--- src/rtl/mem_port_arbiter.sv ---
// mem_port_arbiter
// Shares one byte-wide RAM port between two 32-bit word requesters: instruction
// fetch (IF, read only) and data memory (DM, read or write). Requests are
// arbitrated round-robin. Each granted word access runs as four byte beats on
// the RAM port. Byte 0 is the most significant byte (big-endian).
//
// Request/ready handshake: a requester raises i_*_req and holds it, together
// with its address/data, until it observes o_*_ready high for one cycle. It
// drops req on that same edge. Requests are sampled only while idle. Address,
// we and wdata are latched at grant, so later changes have no effect on the
// access in flight. A req still high in the IDLE cycle after ready starts a
// new access.
//
// Ports:
//   i_clk, i_rst      clock; synchronous active-high reset
//   i_if_req/addr     IF word-read request and byte base address
//   o_if_ready/rdata  IF completion pulse and assembled read word
//   i_dm_req/we/addr/wdata  DM request, write flag, base address, write word
//   o_dm_ready/rdata  DM completion pulse and assembled read word
//   o_ram_addr/wren/wdata   registered RAM port controls
//   i_ram_q           RAM read byte, valid one cycle after its address
//   o_dbg_state       current FSM state (IDLE=0, XFER=1, FLUSH=2, DONE=3)
module mem_port_arbiter #(
  parameter int ADDR_WIDTH = 16
) (
  input  logic                  i_clk,
  input  logic                  i_rst,
  input  logic                  i_if_req,
  input  logic [31:0]           i_if_addr,
  output logic                  o_if_ready,
  output logic [31:0]           o_if_rdata,
  input  logic                  i_dm_req,
  input  logic                  i_dm_we,
  input  logic [31:0]           i_dm_addr,
  input  logic [31:0]           i_dm_wdata,
  output logic                  o_dm_ready,
  output logic [31:0]           o_dm_rdata,
  output logic [ADDR_WIDTH-1:0] o_ram_addr,
  output logic                  o_ram_wren,
  output logic [7:0]            o_ram_wdata,
  input  logic [7:0]            i_ram_q,
  output logic [1:0]            o_dbg_state
);

  typedef enum logic [1:0] {
    S_IDLE  = 2'd0,
    S_XFER  = 2'd1,
    S_FLUSH = 2'd2,
    S_DONE  = 2'd3
  } state_t;

  state_t                r_state;
  logic [1:0]            r_beat;
  logic                  r_last_dm;   // 1 = DM was granted last
  logic                  r_sel_dm;    // port owning the current access
  logic                  r_we;
  logic [ADDR_WIDTH-1:0] r_base;
  logic [31:0]           r_wdata;
  logic                  r_if_ready;
  logic                  r_dm_ready;
  logic [31:0]           r_if_rdata;
  logic [31:0]           r_dm_rdata;
  logic [ADDR_WIDTH-1:0] r_ram_addr;
  logic                  r_ram_wren;
  logic [7:0]            r_ram_wdata;

  // Big-endian byte lane select: k=0 is bits 31:24.
  function automatic logic [7:0] get_byte(input logic [31:0] w, input logic [1:0] k);
    logic [7:0] b;
    case (k)
      2'd0:    b = w[31:24];
      2'd1:    b = w[23:16];
      2'd2:    b = w[15:8];
      default: b = w[7:0];
    endcase
    return b;
  endfunction

  function automatic logic [31:0] put_byte(input logic [31:0] w, input logic [1:0] k,
                                           input logic [7:0] b);
    logic [31:0] r;
    r = w;
    case (k)
      2'd0:    r[31:24] = b;
      2'd1:    r[23:16] = b;
      2'd2:    r[15:8]  = b;
      default: r[7:0]   = b;
    endcase
    return r;
  endfunction

  // Tie goes to whichever port was not granted last.
  logic                  w_grant_any;
  logic                  w_grant_dm;
  logic                  w_grant_we;
  logic [ADDR_WIDTH-1:0] w_grant_base;
  logic [1:0]            w_next_beat;
  logic [1:0]            w_prev_beat;
  logic                  w_unused;

  assign w_grant_any  = i_if_req | i_dm_req;
  assign w_grant_dm   = i_dm_req & (~i_if_req | ~r_last_dm);
  assign w_grant_we   = w_grant_dm & i_dm_we;
  assign w_grant_base = w_grant_dm ? i_dm_addr[ADDR_WIDTH-1:0] : i_if_addr[ADDR_WIDTH-1:0];
  assign w_next_beat  = r_beat + 2'd1;
  // The RAM is registered: the byte addressed in beat k arrives during beat k+1.
  assign w_prev_beat  = r_beat - 2'd1;
  assign w_unused     = ^{i_if_addr[31:ADDR_WIDTH], i_dm_addr[31:ADDR_WIDTH]};

  always_ff @(posedge i_clk) begin
    if (i_rst) begin
      r_state     <= S_IDLE;
      r_beat      <= 2'd0;
      r_last_dm   <= 1'b1;
      r_sel_dm    <= 1'b0;
      r_we        <= 1'b0;
      r_base      <= '0;
      r_wdata     <= 32'd0;
      r_if_ready  <= 1'b0;
      r_dm_ready  <= 1'b0;
      r_if_rdata  <= 32'd0;
      r_dm_rdata  <= 32'd0;
      r_ram_addr  <= '0;
      r_ram_wren  <= 1'b0;
      r_ram_wdata <= 8'd0;
    end else begin
      r_if_ready <= 1'b0;
      r_dm_ready <= 1'b0;
      case (r_state)
        S_IDLE: begin
          if (w_grant_any) begin
            r_sel_dm    <= w_grant_dm;
            r_last_dm   <= w_grant_dm;
            r_we        <= w_grant_we;
            r_base      <= w_grant_base;
            r_wdata     <= i_dm_wdata;
            r_beat      <= 2'd0;
            r_ram_addr  <= w_grant_base;
            r_ram_wren  <= w_grant_we;
            r_ram_wdata <= w_grant_we ? i_dm_wdata[31:24] : 8'd0;
            r_state     <= S_XFER;
          end
        end
        S_XFER: begin
          if (!r_we && r_beat != 2'd0) begin
            if (r_sel_dm) r_dm_rdata <= put_byte(r_dm_rdata, w_prev_beat, i_ram_q);
            else          r_if_rdata <= put_byte(r_if_rdata, w_prev_beat, i_ram_q);
          end
          if (r_beat == 2'd3) begin
            r_ram_wren <= 1'b0;
            if (r_we) begin
              r_dm_ready <= 1'b1;
              r_state    <= S_DONE;
            end else begin
              r_state    <= S_FLUSH;
            end
          end else begin
            r_beat      <= w_next_beat;
            r_ram_addr  <= r_base + {{(ADDR_WIDTH-2){1'b0}}, w_next_beat};
            r_ram_wdata <= r_we ? get_byte(r_wdata, w_next_beat) : 8'd0;
          end
        end
        S_FLUSH: begin
          // Last read byte arrives one cycle after the final address beat.
          if (r_sel_dm) begin
            r_dm_rdata <= put_byte(r_dm_rdata, 2'd3, i_ram_q);
            r_dm_ready <= 1'b1;
          end else begin
            r_if_rdata <= put_byte(r_if_rdata, 2'd3, i_ram_q);
            r_if_ready <= 1'b1;
          end
          r_state <= S_DONE;
        end
        S_DONE: begin
          r_state <= S_IDLE;
        end
        default: begin
          r_state <= S_IDLE;
        end
      endcase
    end
  end

  assign o_if_ready  = r_if_ready;
  assign o_dm_ready  = r_dm_ready;
  assign o_if_rdata  = r_if_rdata;
  assign o_dm_rdata  = r_dm_rdata;
  assign o_ram_addr  = r_ram_addr;
  assign o_ram_wren  = r_ram_wren;
  assign o_ram_wdata = r_ram_wdata;
  assign o_dbg_state = r_state;

endmodule

--- config.mk ---
export PLATFORM = sky130hd
export DESIGN_NAME = mem_port_arbiter
export DESIGN_NICKNAME = d
export VERILOG_FILES = /design/src/rtl/mem_port_arbiter.sv
export SDC_FILE = /design/constraint.sdc
export NUM_CORES = 1
export LEC_CHECK = 0
export BUFFER_PORTS_ARGS = -buffer_cell sky130_fd_sc_hd__buf_2
export CAP_MARGIN = 5
export CORE_MARGIN = 2
export CORE_UTILIZATION = 35
export CTS_CLUSTER_DIAMETER = 120
export DETAILED_ROUTE_END_ITERATION = 16
export PLACE_DENSITY_LB_ADDON = 0.1
export SYNTH_ARGS = -nofsm -noshare
export SYNTH_HDL_FRONTEND = slang
export SYNTH_SLANG_ARGS = --single-unit
--- constraint.sdc ---
create_clock -name i_clk -period 2.4 [get_ports i_clk]
set_input_delay 0.36 -clock i_clk [delete_from_list [all_inputs] [get_ports i_clk]]
set_output_delay 0.36 -clock i_clk [all_outputs]
set_load 0.02 [all_outputs]
# Word-level counts from Yosys, hierarchy flattened
# Cells that the tools add are included.
[classes]
n_addsub = 3
n_eq_ne = 17
muxes = 37
bitwise = 8
reduce_logical = 22
[ops]
columns = ["operator", "n"]
rows = [
  ["32-bit two-way mux", 4],
  ["32-bit case mux with 2 select lines", 2],
  ["8-bit two-way mux", 10],
  ["16-bit two-way mux", 3],
  ["5-bit AND reduction", 8],
  ["16-bit case mux with 2 select lines", 1],
  ["8-bit case mux with 3 select lines", 1],
  ["2-bit inequality test (second input constant)", 9],
  ["16-bit by 2-bit adder with 16-bit output", 1],
  ["8-bit case mux with 2 select lines", 1],
  ["2-bit equality test (second input constant)", 5],
  ["2-bit two-way mux", 4],
  ["2-bit case mux with 4 select lines", 1],
  ["1-bit two-way mux", 7],
  ["2-bit by 1-bit equality test with 1-bit output (second input constant)", 3],
  ["2-bit zero test", 3],
  ["3-bit AND reduction", 2],
  ["2-bit nonzero test", 3],
  ["1-bit inverter", 4],
  ["1-bit case mux with 2 select lines", 2],
  ["2-bit case mux with 2 select lines", 1],
  ["2-bit AND reduction", 2],
  ["3-bit OR reduction", 1],
  ["2-bit by 1-bit adder with 2-bit output (second input constant)", 1],
  ["other kinds (6)", 8],
]
[totals]
ff_bits = 146
input_bits = 109
out_inout_bits = 93
wordCells = 107

# Longest topological paths before layout
# Gate-level depths: netlist of the first run.
[logic_depth]
ltp_word = 7
depth_mapped = 9
depth_no_buf = 8

# Worst setup path after synthesis of the first run
# No wires, ideal clock.
[synth_timing]
kind = "register to register"
from = "reg r_beat[0]"
to = "reg r_ram_addr[12], in the netlist o_ram_addr[12]"
arrival_time_ns = 1.995
t_required_ns = 2.272
setup_slack_ns = 0.277
path_stages_with_launch = 9
n_path_buf = 0
synth_period_minus_slack_ns = 2.123
cell_sequence = "dfxtp_1 > inv_1 > ha_1 > fa_1 > and4_1 > nand4_1 > xnor2_1 > a222oi_1 > nor2_1"
[synth_between]
elab_chain_cells = 4
[synth_lines]
columns = ["item", "line_no", "text"]
rows = [
  ["from (decl)", "53", "logic [1:0] r_beat;"],
  ["from (signal assigned)", "158", "r_beat <= w_next_beat;"],
  ["2-bit by 1-bit adder with 2-bit output", "105", "assign w_next_beat = r_beat + 2'd1;"],
  ["16-bit by 2-bit adder with 16-bit output", "159", "r_ram_addr <= r_base + {{(ADDR_WIDTH-2){1'b0}}, w_next_beat};"],
  ["16-bit two-way mux", "149", "if (r_beat == 2'd3) begin"],
  ["16-bit case mux with 2 select lines", "129", "case (r_state)"],
  ["to (signal assigned)", "138", "r_ram_addr <= w_grant_base;"],
  ["to (signal assigned)", "159", ""],
  ["to (decl)", "63", "logic [ADDR_WIDTH-1:0] r_ram_addr;"],
]
# Parallel ways exist; a longest one is shown, timed or not. The select of a mux whose other input is x is not followed.
# A chain may end at the register's enable or synchronous reset.

# Final worst setup path of the first run
# Ends and elaborated chain as after synthesis.

==> out/summary.md, run 1 <==
The proportion of synthesized flip-flops having asynchronous set or reset is 0, and the CTS sink count is 146. Counting along the longest clock path gives a buffer depth of 2. Number of nets in the layout: 1015. The biggest area contributor in the post-synthesis netlist is sky130_fd_sc_hd__dfxtp_1. The pre-antenna-repair detailed-routing pass consisted of 6 iterations. Detailed placement finished with a half-perimeter wire length of 13.0 mm. The worst setup path is launched from a flop. Of all nets on the critical path, the largest fanout is 4. Vertical die dimension: 137 um. Clock-pin slew was measured on the worst setup and hold paths at 0.06 ns.

The yosys synthesis warning count was 0; the delay of the slowest cell on the worst path was 0.49 ns. The critical path goes through inv_1 > ha_1 > fa_1 > and4_1 > nand4_1 > xnor2_1 > a222oi_1 > nor2_1. Post-CTS timing repair inserted 0 buffers for setup. For this design the static power due to leakage is 0.00336 uW. The proportion of total power due to net switching was 0.365; the post-route fraction of the period consumed by the critical path was 0.935. For the via total after detailed routing, the log shows 5859.

The run gives 18.3 mm as the wire length after detailed routing. The power per standard cell area was 1120 nW/um^2. Clock latency on the worst-skew pair, taken at its later pin, is 0.42 ns. From synthesis to final layout, the design area changed by 26.5%.

The required arrival time at the worst endpoint was 2.70 ns; the placed instance area was 7250 sq um. Minimum period implied by the final worst setup slack: 2.24 ns. For the total nets after synthesis, the log shows 866. The tools report the DRC violations left as 0. The die covers 18800 sq um. Timing would allow up to 446 MHz. For the total routing resource utilization after global routing, the log shows 0.190. The logic gate share of total power was 0.323.

The run gives 1 as the initial antenna violation count. The top-level I/O count was 202; the hold violation total from the final report was 0. After synthesis, the cell types taking the most area are sky130_fd_sc_hd__dfxtp_1, sky130_fd_sc_hd__a21oi_1, sky130_fd_sc_hd__nand2_1, sky130_fd_sc_hd__mux2i_1, sky130_fd_sc_hd__nand3_1.

The first global-routing pass estimated 27.5 mm of wire. VDD sags by at most 0.000556 V. The total overflow reported by the global router was 0. The effective utilization at floorplan was 0.359. At the end of routability-driven placement, the weighted congestion stood at 0.800. Library cell contributing the largest single delay on the critical path: sky130_fd_sc_hd__fa_1. Prior to clock tree synthesis, the placed netlist has a worst setup slack of 0.0774 ns.

By startpoint and endpoint, the worst setup path is classified as flop to flop. The class of the worst hold path is input pin to flop. The pin count of the biggest net entering global routing came out at 58. Number of enable-type register cells in the synthesized netlist: 0.

Type of element capturing the critical path: a flop. The final routed wire length divided by cell count was 16.2 um. The ratio of cells with drive above 1 in the final layout came out at 0.266. The mapped netlist covers 6210 sq um.

TritonCTS created 17 clock buffers. From left edge to right edge, the die measures 137 um. The arrival time of the worst setup path was 2.55 ns; the number of cells produced by synthesis was 744.

The run gives 292 as the number of DRC violations after detailed-routing iteration 0. The commonest cells after synthesis are sky130_fd_sc_hd__dfxtp_1, sky130_fd_sc_hd__nand2_1, sky130_fd_sc_hd__a21oi_1, sky130_fd_sc_hd__nor2_1, sky130_fd_sc_hd__nand3_1. The cell with the most instances after synthesis was sky130_fd_sc_hd__dfxtp_1. The tree is rooted in a sky130_fd_sc_hd__clkbuf_16.

The via count of the first global-routing pass is 5375. The fraction of synthesized cell area taken by the top area cell type was 0.471; the area taken by flip-flops and latches was 2920 sq um. The run gives 48 as the count of standard-cell rows. In the synthesized netlist the dominant register cell turns out to be sky130_fd_sc_hd__dfxtp_1. After layout, the worst setup slack is 0.157 ns. The max-slew violation count is 0, and the sequential fraction of the synthesis area is 0.471. The core region is 17300 sq um.

Setup violations remaining at the end of the flow were counted as 0. The logs give 7860 sq um for the post-layout instance area and 3210 uW for the switching power of the nets. The H-tree level count was 4. Measured slew at the worst slew-check pin: 0.604 ns.

The repair_antennas step left the layout with diodes totalling 0. For the final database, setup skew stands at 0.00790 ns. After filler insertion, the fill cell instance count of the layout stands at 1757. The internal power of the cells was 5570 uW. TritonCTS built the clock tree. The run finished with clean final reports. The run gives 0.369 as the part of the power in registers. Once detail routing completed, the nets flagged for antenna violations numbered 0.

Quantity of I/O buffers inserted on ports: 169. Setup repair after global routing could not meet its margin everywhere. The vias per cell is 5.18, and the tightest slew margin relative to the limit is 0.597. The tools report the clock group share of total power as 0.308. The count of unique library cells instantiated by Yosys was 50. The mean instance size in the synthesized netlist was 8.34 sq um; the area of the multi-input gates was 3000 sq um.

For the number of max-capacitance violations reported, the log shows 0. Total power for the finished layout comes to 8790 uW. The number of register bits inferred by synthesis works out to 146.
timing repair:
item | CTS | global route
setup endpoints to repair | 0 | 9
gates resized for setup | 0 | 2
hold buffers | 0 | 0
state kept, by name, indices dropped and copies added, names as in the netlist:
signal       flops
r_beat           2
o_ram_addr      16
o_dm_ready       1
r_we             1
r_wdata         32
o_dbg_state      2
r_last_dm        1
r_base          16
o_if_ready       1
r_sel_dm         1
o_dm_rdata      32
o_ram_wdata      8
o_ram_wren       1
o_if_rdata      32
logic make-up after synthesis:
| logic type | Yosys count | synth area share |
|---|---|---|
| xor+xnor | 9 | 0.0127 |
| mux | 37 | 0.0611 |
| compound gates | 182 | 0.175 |
| fa+ha+maj | 13 | 0.0274 |
| buf+inv | 68 | 0.0484 |
| simple gates | 289 | 0.205 |
| flops | 146 | 0.471 |
area by class of cell:
| class | count | share of cell area |
|---|---|---|
| clock inverter | 12 | 0.0199 |
| clock buffer | 20 | 0.0569 |
| tap | 225 | 0.0358 |
| sequential | 146 | 0.372 |
| timing repair buffer | 190 | 0.130 |
| inverter | 8 | 0.00382 |
| multi-input combinational | 530 | 0.382 |
path summary, 6_finish.rpt:
check                                                    to  depth (start not counted)                   startpoint  slack (ns)
worst min-delay path                r_wdata[1]$_SDFFE_PP0P_                          3                i_dm_wdata[1]        0.18
worst max register to register  o_ram_addr[12]$_SDFFE_PP0P_                          8       r_beat[0]$_SDFFE_PP0P_        0.16
worst min register to register  o_dm_rdata[20]$_SDFFE_PP0P_                          2  o_dm_rdata[20]$_SDFFE_PP0P_        0.45
worst max-delay path            o_ram_addr[12]$_SDFFE_PP0P_                          8       r_beat[0]$_SDFFE_PP0P_        0.16
critical path, delay by kind of cell (launching register included):
| kind | cells | cell delay [ns] |
|---|---|---|
| adder cells (fa/ha/maj) | 2 | 0.83 |
| AND/OR/NAND/NOR | 3 | 0.48 |
| flip-flops | 1 | 0.36 |
| AO/OA/AOI/OAI | 1 | 0.30 |
| XOR/XNOR | 1 | 0.08 |
| buffers and inverters | 1 | 0.07 |
through the flow:
step                      setup TNS [ns]  hold slack (ns)  cells   util
after floorplan                        0            0.436    744      -
after global placement                 0            0.442   1099  0.419
after detailed placement               0            0.444   1099  0.419
after CTS                              0            0.159   1131  0.454
after global routing           -0.000408            0.162   1131  0.454
final                                  0            0.176   1131  0.454
metal layers:
metal / wire, um / up-vias / global-route usage
met5: 7 / - / 0
met4: 171 / 2 / 0.0601
met3: 994 / 16 / 0.0493
met2: 8880 / 162 / 0.313
met1: 8280 / 2782 / 0.244
li1: - / 2897 / -
layout by cell type, fill, tap and decap left out, drive strengths merged, types with 2 or more instances in the layout:
cell and count:
a22oi 3, ha 12, nand3 56, mux2 7, nor4 2, o21ai 26, a211oi 12, xor2 7
nand4 3, nand2b 2, dfxtp 146, clkbuf 20, clkinv 6, inv 10, a222oi 12, a21oi 108
nor3b 2, nor2 59, a21boi 2, nand2 143, o211ai 4, xnor2 2, bufinv 3, a32oi 8
and4 3, mux2i 30, and3 4, buf 190, nor3 11
power groups by stage:
stage	sequential [uW]	clock, uW	combinational (uW)
6_report	3240	2700	2840
5_1_grt	3300	2870	3140
4_1_cts	3240	2770	2860
3_5_place_dp	3280	0	2840
3_3_place_gp	3270	0	2780
2_1_floorplan	3490	0	1770
No activity file was read; power rests on OpenSTA's default activity.
==> inputs of run 2 (changes only) <==
- SETUP_SLACK_MARGIN: default -> 0.2
==> run 2 against run 1 <==
  * Sequential power barely moved
  * Flip-flop and latch count did not move
  * Power rose by 0.50%
  * Maximum frequency rose by 7.5%
  * Largest cell class unchanged
==> out/summary.md, run 2 (same netlist as run 1, synthesis figures left out) <==
Width of the die: 137 um (unchanged). The H-tree level count was 4 (unchanged). The logs give 0 (unchanged) for the number of failing setup endpoints in the final timing report and 0.43 ns (about the same) for the insertion delay of the later-clocked pin in the worst-skew pair.

The clock slew seen by the registers of the worst setup and hold paths was 0.07 ns (about the same); the arrival time of the worst setup path was 2.40 ns (-0.15 ns). Leaving out fill and tap cells, the most frequent cell in the layout is sky130_fd_sc_hd__buf_2. The proportion of total power due to net switching was 0.366 (about the same); the quantity of I/O buffers inserted on ports was 169 (unchanged). The run gives 0.00808 ns (+0.000179 ns) as the clock skew after layout.

The max-slew violation count is 0 (unchanged), and the number of max-capacitance violations reported is 0 (unchanged). The tools report the half-perimeter wire length of the detailed placement result as 13.0 mm (unchanged). The top fanout value on the critical path was 5 (+1); the global placement routability congestion was 0.800 (unchanged). Traced cell by cell, the critical path runs through inv_1 > buf_4 > ha_1 > fa_2 > nand4_1 > nor3_1 > xor2_1 > a222oi_1 > nor2_1.

The most critical setup path has its endpoint at o_ram_addr[10]$_SDFFE_PP0P_. Ratio of cells with drive above 1 in the final layout: 0.275 (+0.00933). The wire length after detailed routing came out at 18.4 mm (+0.19%). Fmax: 479 MHz (+7.5%). The register-to-register setup slack came out at 0.31 ns (+0.16 ns).

Power per standard cell area: 1120 nW/um^2 (-0.26%). The maximum vdd drop was 0.000561 V (+0.93%). Delay of the slowest cell on the worst path: 0.40 ns (-0.09 ns). The worst setup path is of the flop to flop kind. The maximum count of clock buffers along a single path is 2 (unchanged), and the clock buffer count from CTS is 17 (unchanged). TritonCTS built the clock tree.

Tightest slew margin relative to the limit: 0.595 (-0.00155). The remaining antenna violation count after routing was 0 (unchanged). The run gives 202 (unchanged) as the top-level I/O count.

For this design, the slowest cell found on the critical path is sky130_fd_sc_hd__fa_2. The die area was 18800 sq um (unchanged); the required arrival time at the worst endpoint was 2.71 ns (about the same). The cell total after placement was 1099 (unchanged). The top cell types in the final layout, fill and taps aside, are sky130_fd_sc_hd__buf_2, sky130_fd_sc_hd__dfxtp_1, sky130_fd_sc_hd__nand2_1. The tools report the type of element capturing the critical path as a flop. The depth of the most critical reg-to-reg path works out to 9 (+1). The worst register-to-register path begins at r_beat[0]$_SDFFE_PP0P_. The count of standard-cell rows was 48 (unchanged).

The via count of the first global-routing pass is 5383 (+0.15%). The tools report the leakage component of the power as 0.00339 uW (+1.1%). The tools report the first element of the critical path as r_beat[0]$_SDFFE_PP0P_. The initial antenna violation count is 1 (unchanged).

The vertical die dimension is 137 um (unchanged). The tools report the internal power of the cells as 5600 uW (+0.47%). The switching power of the nets was 3230 uW (+0.55%); the via total after detailed routing was 5824 (-0.60%). The flow ran to the end, and the final reports show no timing, DRC or antenna violations.

The effective utilization at floorplan came out at 0.359 (unchanged). STA classifies the critical path startpoint as a flop. The hold violation total from the final report was 0 (unchanged). Total negative slack: 0 ns (unchanged). The end of the worst register-to-register path is o_ram_addr[10]$_SDFFE_PP0P_. The post-route fraction of the period consumed by the critical path is 0.870 (-0.0649), and the DRC violations left is 0 (unchanged). The minimum period implied by the final worst setup slack was 2.09 ns (-0.156 ns); the total overflow reported by the global router was 0 (unchanged).

CTS placed an instance of sky130_fd_sc_hd__clkbuf_16 at the clock tree root. The number of DRC violations after detailed-routing iteration 0 was 303 (+3.8%); the count of TritonRoute iterations in the first routing pass was 6 (unchanged). The wire length of the first global-routing pass came out at 27.5 mm (about the same). Pin count of the biggest net entering global routing: 58 (unchanged). The class of the worst hold path was input pin to flop. For the count of antenna diodes in the layout, the log shows 0 (unchanged). Logic gate share of total power: 0.327 (+0.004).

The logs give 1133 (+0.18%) for the final instance count without filler cells and 0.367 (-0.002) for the part of the power in registers. The final routed wire length divided by cell count is 16.2 um (about the same). The number of nets in the layout was 1017 (+0.20%); the measured slew at the worst slew-check pin was 0.606 ns (+0.00232 ns). The vias per cell was 5.14 (-0.77%); the signed area change from the synthesized netlist to the final layout was 27.5%. The tools report the CTS sink count as 146 (unchanged).

The run gives 17300 sq um (unchanged) as the core outline area. Setup repair after global routing left no endpoint under its margin. The total routing resource utilization after global routing is 0.190 (+0.000234), and the clock group share of total power is 0.306 (-0.002).
## run 2: worst max-delay path, delay by kind of cell (launching register included)
family / cells / cell delay (ns)
buffers and inverters: 2 / 0.20
adder cells (fa/ha/maj): 2 / 0.63
XOR/XNOR: 1 / 0.16
AO/OA/AOI/OAI: 1 / 0.32
AND/OR/NAND/NOR: 3 / 0.32
flip-flops: 1 / 0.34
## run 2: how the worst min path moves through the flow
stage	start	to	depth (start not counted)
after floorplan	r_wdata[16]$_SDFFE_PP0P_	r_wdata[16]$_SDFFE_PP0P_	2
final	i_dm_wdata[1]	r_wdata[1]$_SDFFE_PP0P_	3
after global placement	o_ram_addr[5]$_SDFFE_PP0P_	o_ram_addr[5]$_SDFFE_PP0P_	2
after global routing	i_dm_wdata[0]	r_wdata[0]$_SDFFE_PP0P_	3
after CTS	i_dm_wdata[1]	r_wdata[1]$_SDFFE_PP0P_	3
after detailed placement	o_dm_rdata[20]$_SDFFE_PP0P_	o_dm_rdata[20]$_SDFFE_PP0P_	2
## run 2: power by group through the flow
stage / Clock (uW) / Combinational, uW / Sequential, uW
3_3_place_gp: 0 / 2780 / 3270
5_1_grt: 2870 / 3180 / 3310
4_1_cts: 2770 / 2870 / 3240
6_report: 2700 / 2880 / 3240
2_1_floorplan: 0 / 1770 / 3490
3_5_place_dp: 0 / 2840 / 3280
## run 2: what timing repair did
action	in CTS	in global routing
hold buffers	0	0
gates resized for setup	2	11
setup endpoints to repair	9	49
pin swaps	0	3
hold endpoints to repair	0	0
buffers inserted	0	2
## run 2: metal layers
layer / global-route usage / up-vias / wire length [um]
met2: 0.315 / 146 / 8910
met4: 0.0601 / 2 / 176
met3: 0.0493 / 17 / 948
met1: 0.243 / 2762 / 8320
met5: 0 / - / 7
li1: - / 2897 / -
## run 2: through the flow
stage | utilization | total power [uW] | hold slack, ns | cell area [sq um] | setup WS [ns]
final | 0.458 | 8830 | 0.174 | 7920 | 0.312
after global routing | 0.458 | 9350 | 0.162 | 7920 | 0.211
after CTS | 0.454 | 8880 | 0.159 | 7860 | 0.163
after detailed placement | 0.419 | 6130 | 0.444 | 7250 | 0.0774
after global placement | 0.419 | 6050 | 0.442 | 7250 | 0.188
after floorplan | - | 5250 | 0.436 | 6210 | 0.277
## run 2: layout make-up
class | instances | area (sq um)
Inverter | 8 | 30.0
Clock inverter | 12 | 156
Clock buffer | 20 | 447
Multi-Input combinational cell | 530 | 3040
Fill cell | 1750 | 9380
Timing Repair Buffer | 192 | 1030
Sequential cell | 146 | 2920
Tap cell | 225 | 282
